[src/rtl/tx_frame_arbiter_if.sv]
// Lane-side bundle for the TX framing arbiter: TLP/DLLP sources in, framed symbols out.
// slave is the arbiter's view; master is the view of the sources and the lane.
interface tx_frame_arbiter_if;
  logic       tlp_valid;
  logic [7:0] tlp_data;
  logic       tlp_last;
  logic       tlp_abort;
  logic       tlp_ready;
  logic       dllp_valid;
  logic [7:0] dllp_data;
  logic       dllp_ready;
  logic       out_ready;
  logic [7:0] out_data;
  logic       out_dk;
  logic       out_valid;
  logic [1:0] grant;

  modport slave (
    input  tlp_valid, tlp_data, tlp_last, tlp_abort,
    input  dllp_valid, dllp_data, out_ready,
    output tlp_ready, dllp_ready, out_data, out_dk, out_valid, grant
  );

  modport master (
    output tlp_valid, tlp_data, tlp_last, tlp_abort,
    output dllp_valid, dllp_data, out_ready,
    input  tlp_ready, dllp_ready, out_data, out_dk, out_valid, grant
  );
endinterface

[src/rtl/tx_frame_arbiter.sv]
// Round-robin per-packet arbiter framing TLPs (STP..END/EDB) and DLLPs (SDP..END) onto one lane.
// One-cycle registered output; out_ready=0 freezes all state, source readies drop with it.
module tx_frame_arbiter #(
  parameter int DLLP_LEN = 6,
  parameter bit IDLE_PAD = 1'b1
) (
  input  logic             clk,
  input  logic             rst,
  tx_frame_arbiter_if.slave lane
);

  localparam logic [7:0] SYM_STP = 8'hFB;
  localparam logic [7:0] SYM_SDP = 8'h5C;
  localparam logic [7:0] SYM_END = 8'hFD;
  localparam logic [7:0] SYM_EDB = 8'hFE;
  localparam logic [7:0] SYM_PAD = 8'hF7;

  localparam logic [1:0] GNT_NONE = 2'b00;
  localparam logic [1:0] GNT_TLP  = 2'b01;
  localparam logic [1:0] GNT_DLLP = 2'b10;

  localparam logic [3:0] CNT_LAST = 4'(DLLP_LEN - 1);

  typedef enum logic [2:0] {
    IDLE,
    TLP_DATA,
    TLP_END,
    DLLP_DATA,
    DLLP_END
  } state_t;

  state_t     state_q, state_d;
  logic [3:0] cnt_q, cnt_d;
  logic [1:0] grant_q, grant_d;
  logic [1:0] last_grant_q, last_grant_d;
  logic [7:0] out_data_q, out_data_d;
  logic       out_dk_q, out_dk_d;
  logic       out_valid_q, out_valid_d;
  logic       pick_tlp;
  logic       pick_dllp;

  // On a tie the source that did not win last time goes first.
  assign pick_tlp  = lane.tlp_valid & (~lane.dllp_valid | (last_grant_q == GNT_DLLP));
  assign pick_dllp = lane.dllp_valid & ~pick_tlp;

  assign lane.tlp_ready  = lane.out_ready & (state_q == TLP_DATA);
  assign lane.dllp_ready = lane.out_ready & (state_q == DLLP_DATA);
  assign lane.out_data   = out_data_q;
  assign lane.out_dk     = out_dk_q;
  assign lane.out_valid  = out_valid_q;
  assign lane.grant      = grant_q;

  always_comb begin
    state_d      = state_q;
    cnt_d        = cnt_q;
    grant_d      = grant_q;
    last_grant_d = last_grant_q;
    out_data_d   = out_data_q;
    out_dk_d     = out_dk_q;
    out_valid_d  = out_valid_q;

    if (lane.out_ready) begin
      case (state_q)
        IDLE: begin
          if (pick_tlp) begin
            out_data_d   = SYM_STP;
            out_dk_d     = 1'b1;
            out_valid_d  = 1'b1;
            state_d      = TLP_DATA;
            grant_d      = GNT_TLP;
            last_grant_d = GNT_TLP;
          end else if (pick_dllp) begin
            out_data_d   = SYM_SDP;
            out_dk_d     = 1'b1;
            out_valid_d  = 1'b1;
            cnt_d        = 4'd0;
            state_d      = DLLP_DATA;
            grant_d      = GNT_DLLP;
            last_grant_d = GNT_DLLP;
          end else begin
            out_data_d  = IDLE_PAD ? SYM_PAD : 8'h00;
            out_dk_d    = IDLE_PAD;
            out_valid_d = IDLE_PAD;
            grant_d     = GNT_NONE;
          end
        end

        TLP_DATA: begin
          if (lane.tlp_valid) begin
            // Abort wins over last: the aborting byte itself is dropped.
            if (lane.tlp_abort) begin
              out_data_d  = SYM_EDB;
              out_dk_d    = 1'b1;
              out_valid_d = 1'b1;
              state_d     = IDLE;
            end else begin
              out_data_d  = lane.tlp_data;
              out_dk_d    = 1'b0;
              out_valid_d = 1'b1;
              if (lane.tlp_last) begin
                state_d = TLP_END;
              end
            end
          end else begin
            out_data_d  = 8'h00;
            out_dk_d    = 1'b0;
            out_valid_d = 1'b0;
          end
        end

        TLP_END: begin
          out_data_d  = SYM_END;
          out_dk_d    = 1'b1;
          out_valid_d = 1'b1;
          state_d     = IDLE;
        end

        DLLP_DATA: begin
          if (lane.dllp_valid) begin
            out_data_d  = lane.dllp_data;
            out_dk_d    = 1'b0;
            out_valid_d = 1'b1;
            if (cnt_q == CNT_LAST) begin
              cnt_d   = 4'd0;
              state_d = DLLP_END;
            end else begin
              cnt_d = cnt_q + 4'd1;
            end
          end else begin
            out_data_d  = 8'h00;
            out_dk_d    = 1'b0;
            out_valid_d = 1'b0;
          end
        end

        DLLP_END: begin
          out_data_d  = SYM_END;
          out_dk_d    = 1'b1;
          out_valid_d = 1'b1;
          state_d     = IDLE;
        end

        default: begin
          state_d = IDLE;
        end
      endcase
    end
  end

  always_ff @(posedge clk or posedge rst) begin
    if (rst) begin
      state_q      <= IDLE;
      cnt_q        <= 4'd0;
      grant_q      <= GNT_NONE;
      last_grant_q <= GNT_TLP;
      out_data_q   <= 8'h00;
      out_dk_q     <= 1'b0;
      out_valid_q  <= 1'b0;
    end else begin
      state_q      <= state_d;
      cnt_q        <= cnt_d;
      grant_q      <= grant_d;
      last_grant_q <= last_grant_d;
      out_data_q   <= out_data_d;
      out_dk_q     <= out_dk_d;
      out_valid_q  <= out_valid_d;
    end
  end

endmodule

[src/flat_wrapper.sv]
// flat-port wrapper written by rule: the top's interface ports become plain ports
module tx_frame_arbiter_flat 
#(
  parameter int DLLP_LEN = 6,
  parameter bit IDLE_PAD = 1'b1
)
  (clk, rst, lane_tlp_valid, lane_tlp_data, lane_tlp_last, lane_tlp_abort, lane_dllp_valid, lane_dllp_data, lane_out_ready, lane_tlp_ready, lane_dllp_ready, lane_out_data, lane_out_dk, lane_out_valid, lane_grant);
  tx_frame_arbiter_if lane_i ();
  input  logic clk;
  input  logic rst;
  input wire logic [$bits(lane_i.tlp_valid)-1:0] lane_tlp_valid;
  input wire logic [$bits(lane_i.tlp_data)-1:0] lane_tlp_data;
  input wire logic [$bits(lane_i.tlp_last)-1:0] lane_tlp_last;
  input wire logic [$bits(lane_i.tlp_abort)-1:0] lane_tlp_abort;
  input wire logic [$bits(lane_i.dllp_valid)-1:0] lane_dllp_valid;
  input wire logic [$bits(lane_i.dllp_data)-1:0] lane_dllp_data;
  input wire logic [$bits(lane_i.out_ready)-1:0] lane_out_ready;
  output wire logic [$bits(lane_i.tlp_ready)-1:0] lane_tlp_ready;
  output wire logic [$bits(lane_i.dllp_ready)-1:0] lane_dllp_ready;
  output wire logic [$bits(lane_i.out_data)-1:0] lane_out_data;
  output wire logic [$bits(lane_i.out_dk)-1:0] lane_out_dk;
  output wire logic [$bits(lane_i.out_valid)-1:0] lane_out_valid;
  output wire logic [$bits(lane_i.grant)-1:0] lane_grant;
  assign lane_i.tlp_valid = lane_tlp_valid;
  assign lane_i.tlp_data = lane_tlp_data;
  assign lane_i.tlp_last = lane_tlp_last;
  assign lane_i.tlp_abort = lane_tlp_abort;
  assign lane_i.dllp_valid = lane_dllp_valid;
  assign lane_i.dllp_data = lane_dllp_data;
  assign lane_i.out_ready = lane_out_ready;
  assign lane_tlp_ready = lane_i.tlp_ready;
  assign lane_dllp_ready = lane_i.dllp_ready;
  assign lane_out_data = lane_i.out_data;
  assign lane_out_dk = lane_i.out_dk;
  assign lane_out_valid = lane_i.out_valid;
  assign lane_grant = lane_i.grant;
  tx_frame_arbiter #(.DLLP_LEN(DLLP_LEN), .IDLE_PAD(IDLE_PAD)) u_core (.clk(clk), .rst(rst), .lane(lane_i));
endmodule
[config.mk]
export PLATFORM = sky130hd
export DESIGN_NAME = tx_frame_arbiter_flat
export DESIGN_NICKNAME = d
export VERILOG_FILES = /design/src/rtl/tx_frame_arbiter_if.sv /design/src/rtl/tx_frame_arbiter.sv /design/src/flat_wrapper.sv
export SDC_FILE = /design/constraint.sdc
export NUM_CORES = 1
export LEC_CHECK = 0
export CAP_MARGIN = 5
export CORE_MARGIN = 2
export CORE_UTILIZATION = 48
export CTS_BUF_LIST = sky130_fd_sc_hd__clkbuf_4 sky130_fd_sc_hd__clkbuf_8
export CTS_CLUSTER_SIZE = 40
export DETAILED_ROUTE_END_ITERATION = 8
export PLACE_DENSITY = 0.91
export SYNTH_ARGS = -nofsm -noshare
export SYNTH_HDL_FRONTEND = slang
export SYNTH_SLANG_ARGS = --single-unit
[constraint.sdc]
create_clock -name clk -period 1.7 [get_ports clk]
set_clock_uncertainty 0.05 [all_clocks]
set_input_delay 0.51 -clock clk [delete_from_list [all_inputs] [get_ports clk]]
set_output_delay 0.51 -clock clk [all_outputs]
set_load 0.01 [all_outputs]
-- After elaboration in Yosys (flattened, before gate mapping)
Cells that the tools add are included.
- register bits after elaboration: 21
- output and inout bits: 14
- equality and inequality tests: 13
- multiplexer cells: 29
- bitwise operators: 7
- reductions and logical operators: 13
- add/subtract/negate cells: 1
- operators with widths (kind ; number):
    2-to-1 mux 8 bit ; 5
    case mux 8 bit (4 select lines) ; 1
    2-to-1 mux 3 bit ; 7
    2-to-1 mux 4 bit ; 4
    case mux 3 bit (3 select lines) ; 1
    2-to-1 mux 2 bit ; 4
    != test 2 bit, second input constant ; 4
    case mux 4 bit (2 select lines) ; 1
    equality test 3 x 2 -> 1 bit, second input constant ; 2
    case mux 1 bit (3 select lines) ; 2
    AND reduction 2 bit ; 3
    AND reduction 6 bit ; 1
    AND reduction 5 bit ; 1
    adder 4 x 1 -> 4 bit, second input constant ; 1
    bitwise AND 1 bit ; 4
    equality test 4 x 3 -> 1 bit, second input constant ; 1
    2-to-1 mux 1 bit ; 4
    nonzero test 2 bit ; 2
    nonzero test 4 bit ; 1
    equality test 3 x 1 -> 1 bit, second input constant ; 1
    equality test 3 bit, second input constant ; 1
    zero test 3 bit ; 1
    != test 3 x 1 -> 1 bit, second input constant ; 1
    != test 3 bit, second input constant ; 1
    8 further kinds ; 9

-- Logic depth before layout (Yosys ltp)
- depth after elaboration: 8
- gate-level depth with buffers: 6
- depth with buffers taken out: 6

-- Worst setup path before layout
OpenSTA, ideal clock, no wires.
- path type: register to register
- from: register u_core.cnt_q[1]
- to: register u_core.state_q[2]
- arrival time: 1.372 ns
- cell stages (with the launch flop): 7
- setup time: 0.125 ns
- required time: 1.525 ns
- slack: 0.153 ns
- path through: dfrtp_1 inv_1 ha_1 nand3b_1 o221ai_2 and3_4 mux2_4
- word-level cells in the longest chain between the ends: 3
- RTL lines (what ; RTL line ; text):
    start, declared ; tx_frame_arbiter.sv:33 ; logic [3:0] cnt_q, cnt_d;
    start signal, assigned ; tx_frame_arbiter.sv:161 ; cnt_q <= cnt_d;
    equality test 4 x 3 -> 1 bit ; tx_frame_arbiter.sv:123 ; if (cnt_q == CNT_LAST) begin
    != test 2 bit (no source line) ; -- ;
    AND reduction 6 bit (no source line) ; -- ;
    end signal, assigned ; tx_frame_arbiter.sv:160 ; state_q <= state_d;
    end, declared ; tx_frame_arbiter.sv:32 ; state_t state_q, state_d;
No other way between the ends.
A chain may end at the register's enable or synchronous reset.

-- Worst setup path in the final report
- from: register u_core.state_q[2]
- to: output port lane_dllp_ready
- word-level cells in the longest chain between the ends: 2
- RTL lines (what ; RTL line ; text):
    equality test 3 x 2 -> 1 bit ; tx_frame_arbiter.sv:47 ; assign lane.dllp_ready = lane.out_ready & (state_q == DLLP_DATA);
    bitwise AND 1 bit ; tx_frame_arbiter.sv:47 ;
    end, declared ; flat_wrapper.sv:19 ; output wire logic [$bits(lane_i.dllp_ready)-1:0] lane_dllp_ready;
No other way between the ends.

==> flow_results.xml <==
<?xml version="1.0" encoding="UTF-8"?>
<metrics>
  <group name="drt">
    <metric name="route.detailed.wl_per_inst" unit="µm">15.7</metric>
    <metric name="vias" unit="">1300</metric>
    <metric name="vias_per_cell" unit="">5.60</metric>
    <metric name="routed_wl" unit="µm">3640</metric>
    <metric name="detail-route-antenna-nets" unit="">0</metric>
    <metric name="drt_drc_violations_left" unit="">0</metric>
    <metric name="detailedRoute.firstPassIterationCount" unit="">4</metric>
    <metric name="drt_first_iter_violations" unit="">28</metric>
  </group>
  <group name="cells_and_area">
    <metric name="antenna-diode-count" unit="">0</metric>
    <metric name="multiInputGateArea" unit="µm²">658</metric>
    <metric name="postLayoutCellArea" unit="µm²">1860</metric>
    <metric name="final.fill_count" unit="">173</metric>
    <metric name="final_layout_size_suffix_gt1_share" unit="%">25.7</metric>
    <metric name="finalNetCount" unit="">228</metric>
    <metric name="final_core_utilization" unit="%">75.7</metric>
    <metric name="final-seq-area" unit="µm²">527</metric>
    <metric name="syn2layout_area_growth" unit="%">49.5</metric>
  </group>
  <group name="outcome">
    <metric name="failing_checks" unit="">setup timing</metric>
    <metric name="status" unit="">finished, violations left</metric>
  </group>
  <group name="floorplanning">
    <metric name="core.rowCount" unit="">18</metric>
    <metric name="initial_core_util" unit="%">50.6</metric>
    <metric name="core-area" unit="µm²">2450</metric>
    <metric name="dieHeight" unit="µm">54.9</metric>
    <metric name="fp.dieArea" unit="µm²">3010</metric>
    <metric name="floorplan.io_pins" unit="">37</metric>
    <metric name="die_width" unit="µm">54.9</metric>
  </group>
  <group name="run">
    <metric name="cap_violations" unit="">0</metric>
  </group>
  <group name="power_and_ir_drop">
    <metric name="power.ir.vdd_worst" unit="mV">0.986</metric>
    <metric name="cellPowerDensity" unit="nW/µm²">1490</metric>
    <metric name="cellLeakagePower" unit="nW">0.850</metric>
    <metric name="power.share.combinational" unit="%">59.4</metric>
    <metric name="clkPwrFrac" unit="%">9.6</metric>
    <metric name="relative_contribution_of_sequential_cells_to_total_power" unit="%">31.0</metric>
    <metric name="p_int" unit="W">0.00169</metric>
    <metric name="sw_frac_of_total" unit="%">39.1</metric>
    <metric name="power_switching" unit="W">0.00108</metric>
  </group>
  <group name="yosys">
    <metric name="synthesis.area_per_instance" unit="µm²">9.07</metric>
    <metric name="post-synth-top-count-cell" unit="">sky130_fd_sc_hd__dfrtp_1</metric>
    <metric name="postSynth.topFlopCell" unit="">sky130_fd_sc_hd__dfrtp_1</metric>
    <metric name="seq_area_frac_synth" unit="%">42.4</metric>
    <metric name="yosysWarningCount" unit="">0</metric>
    <metric name="synth-edff-count" unit="">0</metric>
    <metric name="netlist.top_cell.by_area" unit="">sky130_fd_sc_hd__dfrtp_1</metric>
    <metric name="synth_top_cells_by_area" unit="">sky130_fd_sc_hd__dfrtp_1 (40%), sky130_fd_sc_hd__nand2_1 (5.4%), sky130_fd_sc_hd__o21ai_0 (4.8%)</metric>
    <metric name="commonest_cells_post_synth" unit="">sky130_fd_sc_hd__dfrtp_1 (20), sky130_fd_sc_hd__nand2_1 (18), sky130_fd_sc_hd__nor2_1 (14)</metric>
    <metric name="synthesis.nets" unit="">162</metric>
    <metric name="synth_seq_cells" unit="">21</metric>
    <metric name="syn-cell-area" unit="µm²">1240</metric>
    <metric name="postSynth.asyncResetShare" unit="%">100</metric>
    <metric name="synthCells" unit="">137</metric>
    <metric name="synth_largest_type_area_fraction" unit="%">40.3</metric>
    <metric name="synth_cell_type_count" unit="">43</metric>
  </group>
  <group name="setup_path">
    <metric name="path_delay_family" unit="">flip-flops</metric>
    <metric name="cp.arrival" unit="ns">1.22</metric>
    <metric name="worst-path-buf-inv" unit="">1</metric>
    <metric name="timing.critical_path.slowest_cell_delay" unit="ns">0.39</metric>
    <metric name="reg2reg_slack" unit="ns">0.02</metric>
    <metric name="cp_slowest_cell" unit="">sky130_fd_sc_hd__dfrtp_1</metric>
    <metric name="start_kind" unit="">register</metric>
    <metric name="worstPathCellList" unit="">and2b_2 -&gt; nand2_2 -&gt; nor2_1 -&gt; buf_2</metric>
    <metric name="critical_path_peak_fanout" unit="">3</metric>
    <metric name="timing.critical_path.to_type" unit="">output port</metric>
    <metric name="critPathRequiredTime" unit="ns">1.14</metric>
    <metric name="critical_path_class" unit="">register to output port</metric>
  </group>
  <group name="placed_design">
    <metric name="preCtsSetupSlack" unit="ns">-0.578</metric>
    <metric name="gpl_wtd_cong" unit="">0.939</metric>
    <metric name="io_buffers" unit="">36</metric>
    <metric name="dpl.hpwl" unit="µm">2730</metric>
    <metric name="dpl_cell_area" unit="µm²">1780</metric>
  </group>
  <group name="sta">
    <metric name="layout_min_cycle_time" unit="ns">1.78</metric>
    <metric name="setup_viol" unit="">2</metric>
    <metric name="holdWs" unit="ns">0.451</metric>
    <metric name="worst_pin_slew" unit="ns">0.302</metric>
    <metric name="unrepaired_setup_endpoints_after_global_routing" unit="">true</metric>
    <metric name="final_hold_viol_count" unit="">0</metric>
    <metric name="fin_ws" unit="ns">-0.0846</metric>
    <metric name="setup_tns" unit="ns">-0.162</metric>
    <metric name="fin_crit_sh" unit="%">105</metric>
    <metric name="maxClockFrequency" unit="MHz">560</metric>
    <metric name="timing.max_slew.rel_slack" unit="%">79.8</metric>
    <metric name="maxSlewViolCount" unit="">0</metric>
  </group>
  <group name="clock_network">
    <metric name="cts_hold_buf" unit="">0</metric>
    <metric name="root_buffer_selected_by_cts" unit="">sky130_fd_sc_hd__clkbuf_4</metric>
    <metric name="clkLatencyLatePin" unit="ns">0.32</metric>
    <metric name="clkTransAtPathRegs" unit="ns">0.12</metric>
    <metric name="cts_buffer_depth" unit="">2</metric>
    <metric name="tritoncts" unit="">yes</metric>
    <metric name="clock_sinks" unit="">21</metric>
    <metric name="cts_made_buffers" unit="">3</metric>
    <metric name="cts.htree.levels" unit="">1</metric>
  </group>
  <group name="global_route">
    <metric name="grt-ovfl-total" unit="">0</metric>
    <metric name="grt_first_pass_wirelength" unit="µm">5760</metric>
    <metric name="grt_start_max_net_pins" unit="">22</metric>
    <metric name="first_global_vias" unit="">1335</metric>
    <metric name="globalRouteTotalUtil" unit="%">27.5</metric>
    <metric name="antenna_found_initial" unit="">0</metric>
  </group>
  <group name="hold_path">
    <metric name="hold_path.class" unit="">register to register</metric>
  </group>
</metrics>
## sequential cells by signal, indices dropped and copies added, names as in the netlist
signal,count
u_core.lane.out_data,8
u_core.last_grant_q,2
u_core.lane.out_dk,1
u_core.lane.grant,2
u_core.state_q,3
u_core.lane.out_valid,1
u_core.cnt_q,4
## repair_timing
item / CTS / global route
buffers inserted: 3 / 3
setup endpoints to repair: 17 / 16
pin swaps: 3 / 4
resized for setup: 23 / 7
endpoints found under the hold margin: 0 / 0
## path summary, 6_finish.rpt
| kind | from | to | cells past startpoint |
|---|---|---|---|
| worst max-delay path | u_core.state_q[2]$_DFFE_PP0P_ | lane_dllp_ready | 4 |
| worst min-delay path | u_core.lane.grant[0]$_DFFE_PP0P_ | u_core.lane.grant[0]$_DFFE_PP0P_ | 2 |
| worst max register to register | u_core.cnt_q[1]$_DFFE_PP0P_ | u_core.state_q[2]$_DFFE_PP0P_ | 6 |
| worst min register to register | u_core.lane.grant[0]$_DFFE_PP0P_ | u_core.lane.grant[0]$_DFFE_PP0P_ | 2 |
| max in group asynchronous | rst | u_core.last_grant_q[0]$_DFFE_PP1P_ | 3 |
| min in group asynchronous | rst | u_core.cnt_q[0]$_DFFE_PP0P_ | 3 |
## area by class of cell
class,instances,area share [%]
Multi-Input combinational cell,102,35.4
Timing Repair Buffer,67,31.0
Sequential cell,21,28.4
Tap cell,30,2.02
Clock buffer,4,1.62
Inverter,8,1.62
## metrics by stage
step,instances,power (W)
after floorplan,137,0.00177
after global placement,222,0.00242
after detailed placement,222,0.00250
after CTS,229,0.00269
after global routing,232,0.00297
final,232,0.00277
## routing by layer
layer / GRT usage, % / wire length, µm / share of wire (%) / up-vias
li1: - / - / - / 613
met1: 30.9 / 1460 / 40 / 623
met2: 50.0 / 1850 / 51 / 57
met3: 4.10 / 262 / 7.2 / 7
met4: 12.9 / 61 / 1.7 / 0
met5: 0 / 0 / 0 / -
## power by group through the flow
stage                     Combinational, W  Clock (W)  Sequential, W
after global placement             0.00156          0       0.000859
after detailed placement           0.00162          0       0.000875
after global routing               0.00179   0.000293       0.000891
after CTS                          0.00157   0.000273       0.000854
final                              0.00165   0.000265       0.000860
after floorplan                   0.000844          0       0.000928
## placed cells by master (no fill, tap or decap), drive strengths merged, types with 3 or more instances in the layout
cell type / netlist / routed
buf: 5 / 33
dfrtp: 20 / 20
clkdlybuf4s50: 0 / 19
nand2: 18 / 18
o21ai: 16 / 16
nor2: 14 / 14
dlygate4sd2: 0 / 13
inv: 8 / 8
nand3: 6 / 6
a31oi: 4 / 4
clkbuf: 1 / 4
nor2b: 3 / 3
and2: 3 / 3
## cell families (layout without fill, tap and decap cells)
kind of cell               count (synthesis)  count (layout)  synth area share [%]
AOI/OAI and AO/OA                         38              38                  20.4
buffers and inverters                     14              79                  6.24
xor gates and xnor gates                   1               1                 0.705
adders and majority gates                  2               2                  2.01
and+or+nand+nor                           57              57                  24.2
DFF                                       21              21                  42.4
muxes                                      4               4                  4.03
## tightest hold or removal path: stages (launching register included)
cell and delay (ns):
sky130_fd_sc_hd__dfrtp_1 0.37, sky130_fd_sc_hd__nand2_1 0.05, sky130_fd_sc_hd__nand2_1 0.05
(Power assumes the default switching activity.)
